### src/rtl/phase_accumulator_pkg.sv
// Shared S3.4 fixed-point constants, phase type and FSM state encoding for the
// phase generator and any later phase-rotation stages.
package phase_accumulator_pkg;

    localparam int unsigned TOTAL_WIDTH = 8;
    localparam int unsigned FRAC_WIDTH  = 4;
    localparam int unsigned CNT_W       = 8;

    // round(3.14159 * 2^FRAC_WIDTH) == 50 for S3.4
    localparam int PI_FX     = (314159 * (1 << FRAC_WIDTH) + 50000) / 100000;
    localparam int TWO_PI_FX = 2 * PI_FX;

    typedef logic signed [TOTAL_WIDTH-1:0] phase_t;

    typedef enum logic [1:0] {
        StIdle,
        StRun,
        StDone
    } state_e;

endpackage

### src/rtl/phase_accumulator_if.sv
// Valid/ready sample stream carrying S3.4 phase values to the sine stage.
interface phase_accumulator_if;
    import phase_accumulator_pkg::*;

    phase_t phase_out;
    logic   out_valid;
    logic   out_ready;

    modport master (output phase_out, output out_valid, input out_ready);
    modport slave  (input phase_out, input out_valid, output out_ready);

endinterface

### src/rtl/phase_accumulator_wrap.sv
// Combinational wrapped phase addition: (a + b) folded back into [-PI_FX, PI_FX).
// A single correction is enough when both operands are range-checked upstream.
module phase_accumulator_wrap
    import phase_accumulator_pkg::*;
(
    input  phase_t a,
    input  phase_t b,
    output phase_t sum
);

    localparam int unsigned SW = TOTAL_WIDTH + 2;

    localparam logic signed [SW-1:0] PiW    = SW'(PI_FX);
    localparam logic signed [SW-1:0] TwoPiW = SW'(TWO_PI_FX);

    logic signed [SW-1:0] raw;
    logic signed [SW-1:0] fixed;

    always_comb begin
        raw   = $signed({{2{a[TOTAL_WIDTH-1]}}, a}) + $signed({{2{b[TOTAL_WIDTH-1]}}, b});
        fixed = raw;
        if (raw >= PiW) begin
            fixed = raw - TwoPiW;
        end else if (raw < -PiW) begin
            fixed = raw + TwoPiW;
        end
        sum = phase_t'(fixed);
    end

endmodule

### src/rtl/phase_accumulator.sv
// Burst phase generator: emits num_samples wrapped S3.4 phases init + n*step over a
// valid/ready stream, then pulses done. Out-of-range start requests pulse err.
module phase_accumulator
    import phase_accumulator_pkg::*;
(
    input  logic                    clk,
    input  logic                    rst_n,
    input  logic                    start,
    input  phase_t                  phase_init,
    input  phase_t                  phase_step,
    input  logic [CNT_W-1:0]        num_samples,
    phase_accumulator_if.master     bus,
    output logic                    busy,
    output logic                    done,
    output logic                    err
);

    localparam phase_t PiP = phase_t'(PI_FX);

    state_e           state_q, state_d;
    phase_t           phase_q;
    phase_t           step_q;
    phase_t           phase_nxt;
    logic [CNT_W-1:0] num_q;
    logic [CNT_W-1:0] cnt_q;
    logic             err_q;

    logic inputs_ok;
    logic start_idle;
    logic start_ok;
    logic hs;
    logic last;

    // Step may equal +PI_FX; the starting phase may not.
    assign inputs_ok  = (phase_init >= -PiP) && (phase_init < PiP) &&
                        (phase_step >= -PiP) && (phase_step <= PiP);
    assign start_idle = start && (state_q == StIdle);
    assign start_ok   = start_idle && inputs_ok;
    assign hs         = (state_q == StRun) && bus.out_ready;
    assign last       = (cnt_q == num_q - CNT_W'(1));

    phase_accumulator_wrap u_wrap (
        .a   (phase_q),
        .b   (step_q),
        .sum (phase_nxt)
    );

    always_ff @(posedge clk or negedge rst_n) begin
        if (!rst_n) begin
            state_q <= StIdle;
        end else begin
            state_q <= state_d;
        end
    end

    always_comb begin
        state_d = state_q;
        case (state_q)
            StIdle: begin
                if (start_ok) begin
                    state_d = (num_samples == '0) ? StDone : StRun;
                end
            end
            StRun: begin
                if (hs && last) begin
                    state_d = StDone;
                end
            end
            StDone:  state_d = StIdle;
            default: state_d = StIdle;
        endcase
    end

    always_ff @(posedge clk or negedge rst_n) begin
        if (!rst_n) begin
            phase_q <= '0;
            step_q  <= '0;
            num_q   <= '0;
            cnt_q   <= '0;
            err_q   <= 1'b0;
        end else begin
            err_q <= start_idle && !inputs_ok;
            if (start_ok) begin
                phase_q <= phase_init;
                step_q  <= phase_step;
                num_q   <= num_samples;
                cnt_q   <= '0;
            end else if (hs) begin
                phase_q <= phase_nxt;
                cnt_q   <= cnt_q + CNT_W'(1);
            end
        end
    end

    always_comb begin
        bus.phase_out = phase_q;
        bus.out_valid = (state_q == StRun);
        busy          = (state_q != StIdle);
        done          = (state_q == StDone);
        err           = err_q;
    end

endmodule

### src/flat_wrapper.sv
// flat-port wrapper written by rule: the top's interface ports become plain ports
module phase_accumulator_flat import phase_accumulator_pkg::*;
  (clk, rst_n, start, phase_init, phase_step, num_samples, busy, done, err, bus_phase_out, bus_out_valid, bus_out_ready);
  phase_accumulator_if bus_i ();
  input  logic clk;
  input  logic rst_n;
  input  logic start;
  input  phase_t phase_init;
  input  phase_t phase_step;
  input  logic [CNT_W-1:0] num_samples;
  output logic busy;
  output logic done;
  output logic err;
  output wire logic [$bits(bus_i.phase_out)-1:0] bus_phase_out;
  output wire logic [$bits(bus_i.out_valid)-1:0] bus_out_valid;
  input wire logic [$bits(bus_i.out_ready)-1:0] bus_out_ready;
  assign bus_phase_out = bus_i.phase_out;
  assign bus_out_valid = bus_i.out_valid;
  assign bus_i.out_ready = bus_out_ready;
  phase_accumulator u_core (.clk(clk), .rst_n(rst_n), .start(start), .phase_init(phase_init), .phase_step(phase_step), .num_samples(num_samples), .bus(bus_i), .busy(busy), .done(done), .err(err));
endmodule
### config.mk
export PLATFORM = sky130hd
export DESIGN_NAME = phase_accumulator_flat
export DESIGN_NICKNAME = d
export VERILOG_FILES = /design/src/rtl/phase_accumulator_pkg.sv /design/src/rtl/phase_accumulator_if.sv /design/src/rtl/phase_accumulator_wrap.sv /design/src/rtl/phase_accumulator.sv /design/src/flat_wrapper.sv
export SDC_FILE = /design/constraint.sdc
export NUM_CORES = 1
export LEC_CHECK = 0
export BUFFER_PORTS_ARGS = -buffer_cell sky130_fd_sc_hd__buf_4
export CAP_MARGIN = 20
export CORE_MARGIN = 5
export CORE_UTILIZATION = 60
export CTS_CLUSTER_DIAMETER = 200
export DETAILED_ROUTE_END_ITERATION = 8
export GPL_TIMING_DRIVEN = 0
export PLACE_DENSITY_LB_ADDON = 0.12
export SYNTH_ARGS = -nofsm -noshare
export SYNTH_HDL_FRONTEND = slang
export SYNTH_SLANG_ARGS = --single-unit
### constraint.sdc
create_clock -name clk -period 7.85 [get_ports clk]
set_input_delay 0.785 -clock clk [delete_from_list [all_inputs] [get_ports clk]]
set_output_delay 0.785 -clock clk [all_outputs]
set_load 0.01 [all_outputs]
======== Word level (Yosys, flattened, before mapping) ========
Cells that the tools add are included.
storage, ports and cells
  register bits after elaboration ......... 35
  bits of input ports ..................... 28
  logic and storage cells ................. 46
  output and inout port bits .............. 12
operators by class
  reduce and logical (&&, ||, !) cells .... 14
  add/subtract/negate cells ............... 5
  $lt $le $gt $ge ......................... 6
  equal/unequal tests ..................... 5
  mux-type cells .......................... 10
operators with widths
  kind                                                               number
  2-to-1 mux 8 bit                                                   6
  greater-or-equal comparator 8 x 7 -> 1 bit, second input constant  2
  adder 8 x 8 -> 9 bit                                               1
  greater-or-equal comparator 9 x 7 -> 1 bit, second input constant  1
  < comparator 9 x 7 -> 1 bit, second input constant                 1
  adder 8 x 1 -> 8 bit, second input constant                        1
  adder 8 bit, second input constant                                 1
  == test 8 bit                                                      1
  <= comparator 8 x 7 -> 1 bit, second input constant                1
  logical AND 1 bit                                                  8
  logical NOT 8 bit                                                  1
  < comparator 8 x 7 -> 1 bit, second input constant                 1
  subtractor 8 x 1 -> 8 bit, second input constant                   1
  subtractor 8 bit, second input constant                            1
  2-to-1 mux 2 bit                                                   3
  != test 2 x 1 -> 1 bit, second input constant                      2
  one-hot mux 2 bit (2 select lines)                                 1
  nonzero test 2 bit                                                 2
  == test 2 x 1 -> 1 bit, second input constant                      1
  == test 2 bit, second input constant                               1
  logical NOT 2 bit                                                  1
  AND reduction 2 bit                                                1
  logical NOT 1 bit                                                  1

======== Depth between registers and ports, before layout ========
Gate-level depths: netlist of run 1.
  depth in word-level cells ............... 7
  mapped depth ............................ 10
  mapped depth without buffers ............ 10

======== Hierarchy ========
A second synthesis of run 1 with hierarchy kept.
second synthesis, totals
  cells, all modules ...................... 277
  area, all modules ....................... 2,631.3 um^2
by module, submodules not included
  module                  times used  sequential area each (um^2)  area each (um^2)  cells each
  phase_accumulator       1           875.8                        1,884.3           187
  phase_accumulator_wrap  1           0.0                          747.0             90

======== Least setup slack after synthesis of run 1 ========
Ideal clock, no wire load.
  kind .................................... flip-flop to flip-flop
  start ................................... register u_core.phase_q[0] (netlist: u_core.bus.phase_out[0])
  end ..................................... register u_core.phase_q[4] (netlist: u_core.bus.phase_out[4])
  setup time .............................. 131 ps
  path buffers ............................ 0
  clock period less this slack ............ 2,934 ps
  path slack .............................. 4,916 ps
  data arrival time ....................... 2,803 ps
  cell stages (with the launch flop) ...... 10
  required time ........................... 7,719 ps
  cells stage by stage .................... dfrtp_1 > ha_1 > fa_1 > xor2_1 > or4b_2 > a41o_1 > o21a_4 > mux2i_1 > mux2i_1 > nand3_1
on the way
  longest elaborated chain between the ends .. 6
  elaborated cells on any way between the ends .. 9
  classes of those cells .................. add/sub (3); order compare (2); mux (4)
ends and longest elaborated chain
  what                                                               RTL line                                                    RTL
  start, declared                                                    phase_accumulator.sv:21                                     phase_t phase_q;
  start signal, assigned                                             phase_accumulator.sv:84                                     phase_q <= phase_init;
  start signal, assigned                                             phase_accumulator.sv:89                                     phase_q <= phase_nxt;
  adder 8 x 8 -> 9 bit *                                             phase_accumulator_wrap.sv:20                                raw = $signed({{2{a[TOTAL_WIDTH-1]}}, a}) + $signed({{2{b[TOTAL_WIDTH-1]}}, b});
  adder 8 bit / < comparator 9 x 7 -> 1 bit (equally long branches)  phase_accumulator_wrap.sv:25, phase_accumulator_wrap.sv:24
  2-to-1 mux 8 bit                                                   phase_accumulator_wrap.sv:24                                end else if (raw < -PiW) begin
  2-to-1 mux 8 bit *                                                 phase_accumulator_wrap.sv:22                                if (raw >= PiW) begin
  2-to-1 mux 8 bit *                                                 phase_accumulator.sv:88                                     end else if (hs) begin
  2-to-1 mux 8 bit *                                                 phase_accumulator.sv:83                                     if (start_ok) begin
Mark *: on every way between the ends. The rest lies on a longest branch, timed or not. The select of a mux whose other input is x is not followed.
A chain may end at the register's enable or synchronous reset.

======== Worst setup path in the final report of run 1 ========
Same ends and word-level chain as after synthesis.

==> run_results.csv, run 1 <==
group,metric,value,unit
clocking,numCtsBuffers,5,
cells_and_area,regArea,876,sq um
cells_and_area,multiInputGateArea,1480,sq um
drt,routed_via_density,6.10,
sta,slew_headroom,54.7,%
drt,ant_nets,0,
global_routing,use_met3,4.38,%
cells_and_area,finalNetCount,336,
critical_path,slowest_stage,"or4b_2",
critical_path,required,8.00,ns
sta,fin_crit_sh,39.8,%
yosys,synth_top_area_share,36.1,%
yosys,synthesis.area,2420,sq um
clocking,htree_levels,2,
drt,drt-pass1-iter-count,4,
die,rows,23,
clocking,cts_tree,"yes",
yosys,seq_area_frac_synth,36.1,%
cells_and_area,area_delta_synth_final,18.9,%
cells_and_area,fill_cells,316,
placement,gp_congestion,0.882,
yosys,postSynthAreaPerCell,9.73,sq um
global_routing,grt_pass1_wl,9.76,mm
yosys,synth_ff_type,"dfrtp_1",
die,coreArea,3970,sq um
sta,grt_setup_unrepaired,"no",
drt,drcViolationCount,0,
clocking,clock_latency,0.28,ns
power,power.density,529,nW/um^2
power,finalPower,0.00152,W
yosys,syn_inst,249,
die,die_x,73.6,um
critical_path,path_cells,"ha_1 -> fa_1 -> xor2_1 -> or4b_2 -> a41o_1 -> o21a_4 -> mux2i_1 -> mux2i_1 -> nand3_1",
run_status,outcome,"finished clean",
die,die_area,5410,sq um
yosys,synthTopCellsByArea,"dfrtp_1 (36%), mux2_2 (6.5%), ha_1 (6.2%)",
drt,wl,5.74,mm
sta,slew_violations,0,
sta,setup_slack,4.73,ns
clocking,cts.sinks,35,
global_routing,grt_usage,23.2,%
critical_path,slowest_delay,0.66,ns
critical_path,critical_path_depth,9,
placement,dp_slack,4.73,ns
die,die_y,73.6,um
yosys,async_flop_share,100,%
critical_path,cp_common_cell,"mux2i_1",
die,ios,40,
critical_path,worstSetupPathType,"flop to flop",
drt,num_vias,2105,
yosys,yosysWarnings,0,
global_routing,grt_max_degree,36,
sta,finalSetupViolations,0,
global_routing,top_usage_layer,"met2",
yosys,synth_cell_types,54,
placement,hpwl,4.37,mm
cells_and_area,drive_above_1_share,23.4,%
sta,worstMarginPinSlew,0.676,ns
worst_hold_path,hp-class,"input port to asynchronous set/reset pin",
critical_path,crit_fanout,8,
global_routing,grtUsageMet2,35.5,%
drt,drt_iter0_markers,103,
yosys,yosysMostFrequentCell,"dfrtp_1",
cells_and_area,insertedDiodeCount,0,
critical_path,r2r_cells,9,
clocking,cts_setup_buffers,0,
sta,fmax,320,MHz
cells_and_area,stdcell_area,2880,sq um
clocking,holdBufCountCts,0,
yosys,ys_top_cells_by_count,"dfrtp_1 (35), nand2_1 (20), mux2_2 (14), nor2_1 (14)",
power,ir_drop,0.504,mV
clocking,cts_resized,0,
critical_path,endpoint_kind,"flop",
clocking,clk_pin_slew,0.07,ns
critical_path,reg2reg_to,"u_core.bus.phase_out[4]",
sta,clock_skew,0.00646,ns
yosys,yosys.area.top_type,"dfrtp_1",
cells_and_area,fin_cells,345,
global_routing,first_global_vias,2020,
critical_path,start_kind,"flop",
sta,period_needed,3.12,ns
clocking,cts_root_buffer,"clkbuf_8",
global_routing,gr-usage-met1,34.0,%
critical_path,cp_num_buf_inv,0,
clocking,clk_path_buf_depth,2,
drt,wl_per_cell,16.6,um
yosys,ys_seq_elements,35,
global_routing,grt_overflow,0,
sta,tns,0,ns
yosys,synth_edf_count,0,
yosys,syn_nets,290,
die,initial_core_util,61.0,%
critical_path,crit_family,"simple AND/OR/NAND/NOR gates",
placement,dp.cells,338,
sta,hold_viol_final,0,
critical_path,cp.arrival,3.28,ns
critical_path,r2r-start,"u_core.bus.phase_out[0]",
placement,portBuffers,39,
global_routing,antenna_found_initial,0,
critical_path,rrSetupSlack,4.73,ns
power,p_leak,1.33,nW
flow_run,cap_violations,0,
placement,dpl_cell_area,2780,sq um
## logic make-up after synthesis
| kind of cell | Yosys count | synth area share, % |
|---|---|---|
| and+or+nand+nor | 76 | 15.9 |
| buffers and inverters | 17 | 2.74 |
| muxes | 19 | 8.57 |
| adders and majority gates | 13 | 7.02 |
| xor gates and xnor gates | 24 | 8.67 |
| AOI/OAI and AO/OA | 65 | 21.0 |
| DFF | 35 | 36.1 |
## layer usage
layer / vias to the layer above / part of all wire [%]
li1: 1024 / -
met1: 1014 / 50
met2: 65 / 43
met3: 2 / 6.5
met4: 0 / 0.63
met5: - / 0
## power breakdown
part | leakage [nW] | internal, W | total, W | switching, W
clock network | 0.0513 | 0.0000930 | 0.000153 | 0.0000604
logic | 0.842 | 0.000462 | 0.00104 | 0.000575
registers | 0.441 | 0.000258 | 0.000334 | 0.0000761
total | 1.33 | 0.000813 | 0.00152 | 0.000712
## state kept, by name, summed over array words and instances, names as in the netlist
name	cells
u_core.bus.phase_out	8
u_core.cnt_q	8
u_core.num_q	8
u_core.step_q	8
u_core.state_q	2
u_core.err	1
## through the flow
step | hold WS (ns) | util (%)
2_1_floorplan | 0.485 | -
3_3_place_gp | 0.508 | 70.0
3_5_place_dp | 0.510 | 70.0
4_1_cts | 0.452 | 72.6
5_1_grt | 0.464 | 72.6
6_report | 0.443 | 72.6
## final cells by class
type / instances / area share [%]
plain buffers: 8 / 1.13
clock buffers: 6 / 2.52
clock inverters: 1 / 1.04
inverters: 9 / 1.17
multi-input cells: 197 / 51.4
flip-flops and latches: 35 / 30.4
well taps: 50 / 2.17
repair buffers: 39 / 10.2
## worst max-delay path by stage
| stage | start | end | slack [ns] |
|---|---|---|---|
| finish | u_core.bus.phase_out[0] | u_core.bus.phase_out[4] | 4.73 |
| global route | u_core.bus.phase_out[0] | u_core.bus.phase_out[4] | 4.63 |
| CTS | u_core.bus.phase_out[0] | u_core.bus.phase_out[4] | 4.74 |
| detailed placement | phase_step[1] | u_core.bus.phase_out[3] | 4.73 |
| global placement | phase_step[1] | u_core.bus.phase_out[3] | 4.74 |
| floorplan | u_core.bus.phase_out[0] | u_core.bus.phase_out[4] | 4.92 |
## cell usage in the layout (no fill, tap or decap), drive strengths merged, types with 3 or more instances in the layout
master  instances
a31oi           5
xnor2          12
buf            41
nor3            9
clkbuf         12
a22oi           7
inv             9
nor2           14
a21oi           9
xor2           12
a221oi          3
mux2i           5
ha             12
and3            3
nand3           9
o21ai          10
mux2           14
nand2          20
dfrtp          35
nand4           4
and2            3
a21o            6
Note: power is estimated with default switching activity, not from simulation.
==> inputs of run 2 (changes only) <==
--- a/config.mk
+++ b/config.mk
@@ -8,7 +8,7 @@
 export BUFFER_PORTS_ARGS = -buffer_cell sky130_fd_sc_hd__buf_4
 export CAP_MARGIN = 20
 export CORE_MARGIN = 5
-export CORE_UTILIZATION = 60
+export CORE_UTILIZATION = 57
 export CTS_CLUSTER_DIAMETER = 200
 export DETAILED_ROUTE_END_ITERATION = 8
 export GPL_TIMING_DRIVEN = 0
==> constraint.sdc (replaced) <==
create_clock -name clk -period 3.1 [get_ports clk]
set_input_delay 0.31 -clock clk [delete_from_list [all_inputs] [get_ports clk]]
set_output_delay 0.31 -clock clk [all_outputs]
set_load 0.01 [all_outputs]
==> run 2 against run 1 <==
Routed wire length fell by 0.12%. Via count shrank 3.1%. Non-clock buffer count is 1 higher. Die area grew 4.5%. Power rose to 2.5 times the previous value. Register-to-register slack got worse by 4.6 ns. Largest power group unchanged.
==> run_results.csv, run 2 (synthesis gave the netlist of run 1 again) <==
group,metric,value,unit
power,pwr-share-seq,21.9,%
cells_and_area,drive_above_1_share,25.3,%
sta,hold_viol_final,0,
drt,drt_iter0_markers,53,
drt,ant_nets,0,
drt,drcViolationCount,0,
power,pwr-share-clk,8.5,%
sta,worstMarginPinSlew,0.653,ns
cells_and_area,fill_cells,326,
cells_and_area,finalNetCount,337,
clocking,numCtsBuffers,5,
worst_hold_path,hp-class,"input port to flop",
power,p_sw,0.00184,W
die,die_y,75.2,um
cells_and_area,layout_common_cells,"buf_4 (39), dfrtp_1 (35), nand2_1 (20)",
die,ios,40,
global_routing,grt_pass1_wl,9.61,mm
power,p_leak,1.32,nW
run_status,outcome,"finished clean",
die,coreArea,4060,sq um
critical_path,slowest_delay,0.63,ns
critical_path,worstSetupPathType,"flop to flop",
sta,slew_headroom,56.2,%
clocking,cts_tree,"yes",
power,p_comb_share,69.6,%
sta,slew_violations,0,
power,finalPower,0.00387,W
drt,drt-pass1-iter-count,4,
cells_and_area,post-route-util,71.4,%
cells_and_area,multiInputGateArea,1510,sq um
placement,portBuffers,39,
global_routing,grt_max_degree,36,
global_routing,first_global_vias,2030,
power,p_sw_share,47.6,%
flow_run,cap_violations,0,
power,power.density,1340,nW/um^2
critical_path,endpoint_kind,"flop",
sta,fin_crit_sh,96.0,%
die,initial_core_util,59.7,%
clocking,cts_setup_buffers,0,
drt,wl,5.73,mm
critical_path,required,3.27,ns
sta,clock_skew,0.0116,ns
drt,routed_via_density,5.88,
clocking,htree_levels,2,
sta,fmax,336,MHz
placement,dp_slack,0.0418,ns
power,cellInternalPower,0.00203,W
critical_path,start_kind,"flop",
global_routing,antenna_found_initial,0,
die,die_x,75.2,um
sta,finalSetupViolations,0,
clocking,cts_root_buffer,"clkbuf_8",
drt,num_vias,2039,
global_routing,grt_overflow,0,
sta,tns,0,ns
cells_and_area,insertedDiodeCount,0,
critical_path,cp.arrival,3.15,ns
die,die_area,5660,sq um
placement,gp_congestion,0.846,
sta,setup_slack,0.125,ns
global_routing,grt_usage,22.5,%
cells_and_area,area_delta_synth_final,19.6,%
clocking,cts.sinks,35,
placement,hpwl,4.40,mm
clocking,clock_latency,0.30,ns
critical_path,slowest_stage,"or4b_2",
die,rows,23,
sta,period_needed,2.97,ns
cells_and_area,regArea,876,sq um
critical_path,crit_fanout,8,
critical_path,path_cells,"ha_2 -> fa_2 -> xor2_2 -> or4b_2 -> a41o_1 -> o21a_4 -> mux2i_2 -> mux2i_1 -> nand3_1",
clocking,clk_path_buf_depth,2,
drt,wl_per_cell,16.5,um
clocking,clk_pin_slew,0.08,ns
power,ir_drop,1.18,mV
cells_and_area,final_common_cell,"buf_4",
run 2: timing repair:
action | 4_1_cts | 5_1_grt
hold buffers | 1 | 0
hold endpoints to repair | 35 | 0
resized for setup | 0 | 5
endpoints found under the setup margin | 0 | 4
run 2: final cells by class:
cell class | instances | area share, %
Clock inverter | 2 | 0.432
Sequential cell | 35 | 30.2
Tap cell | 50 | 2.16
Clock buffer | 6 | 2.50
Multi-Input combinational cell | 197 | 51.9
Timing Repair Buffer | 40 | 10.4
Inverter | 9 | 1.17
Buffer | 8 | 1.12
run 2: layer usage:
metal	up-vias	track usage (%)	part of all wire [%]	routed length, um
met5	-	0	0	0
met4	0	6.99	1.7	99
met3	9	4.01	3.0	173
met2	38	39.5	52	2990
met1	970	28.1	43	2470
li1	1022	-	-	-
run 2: power by group through the flow:
stage	Clock, W	Sequential [W]	Combinational, W
global placement	0	0.000849	0.00255
global route	0.000359	0.000876	0.00304
detailed placement	0	0.000857	0.00258
CTS	0.000335	0.000849	0.00260
floorplan	0	0.000816	0.00205
finish	0.000330	0.000849	0.00269
run 2: final timing paths:
check / end / slack (ns) / start / cells past startpoint
worst max-delay path: u_core.bus.phase_out[4] / 0.13 / u_core.bus.phase_out[0] / 9
worst min-delay path: u_core.num_q[0] / 0.23 / num_samples[0] / 3
worst max register to register: u_core.bus.phase_out[4] / 0.13 / u_core.bus.phase_out[0] / 9
worst min register to register: u_core.step_q[2] / 0.52 / u_core.step_q[2] / 1
max in group asynchronous: u_core.cnt_q[5] / 2.28 / rst_n / 2
min in group asynchronous: u_core.num_q[4] / 0.50 / rst_n / 2
run 2: worst max-delay path, delay by kind of cell, from the launching register on:
family                   cells  cell delay, ns
multiplexers                 2            0.39
XOR/XNOR                     1            0.23
AO/OA/AOI/OAI                2            0.51
adder cells (fa/ha/maj)      2            0.59
flip-flops                   1            0.41
AND/OR/NAND/NOR              2            0.72
run 2: through the flow:
step / hold slack, ns / instances / instance area, sq um
after CTS: 0.233 / 347 / 2870
after detailed placement: 0.287 / 338 / 2780
after global placement: 0.283 / 338 / 2780
after global routing: 0.245 / 347 / 2900
final: 0.233 / 347 / 2900
after floorplan: 0.0144 / 249 / 2420
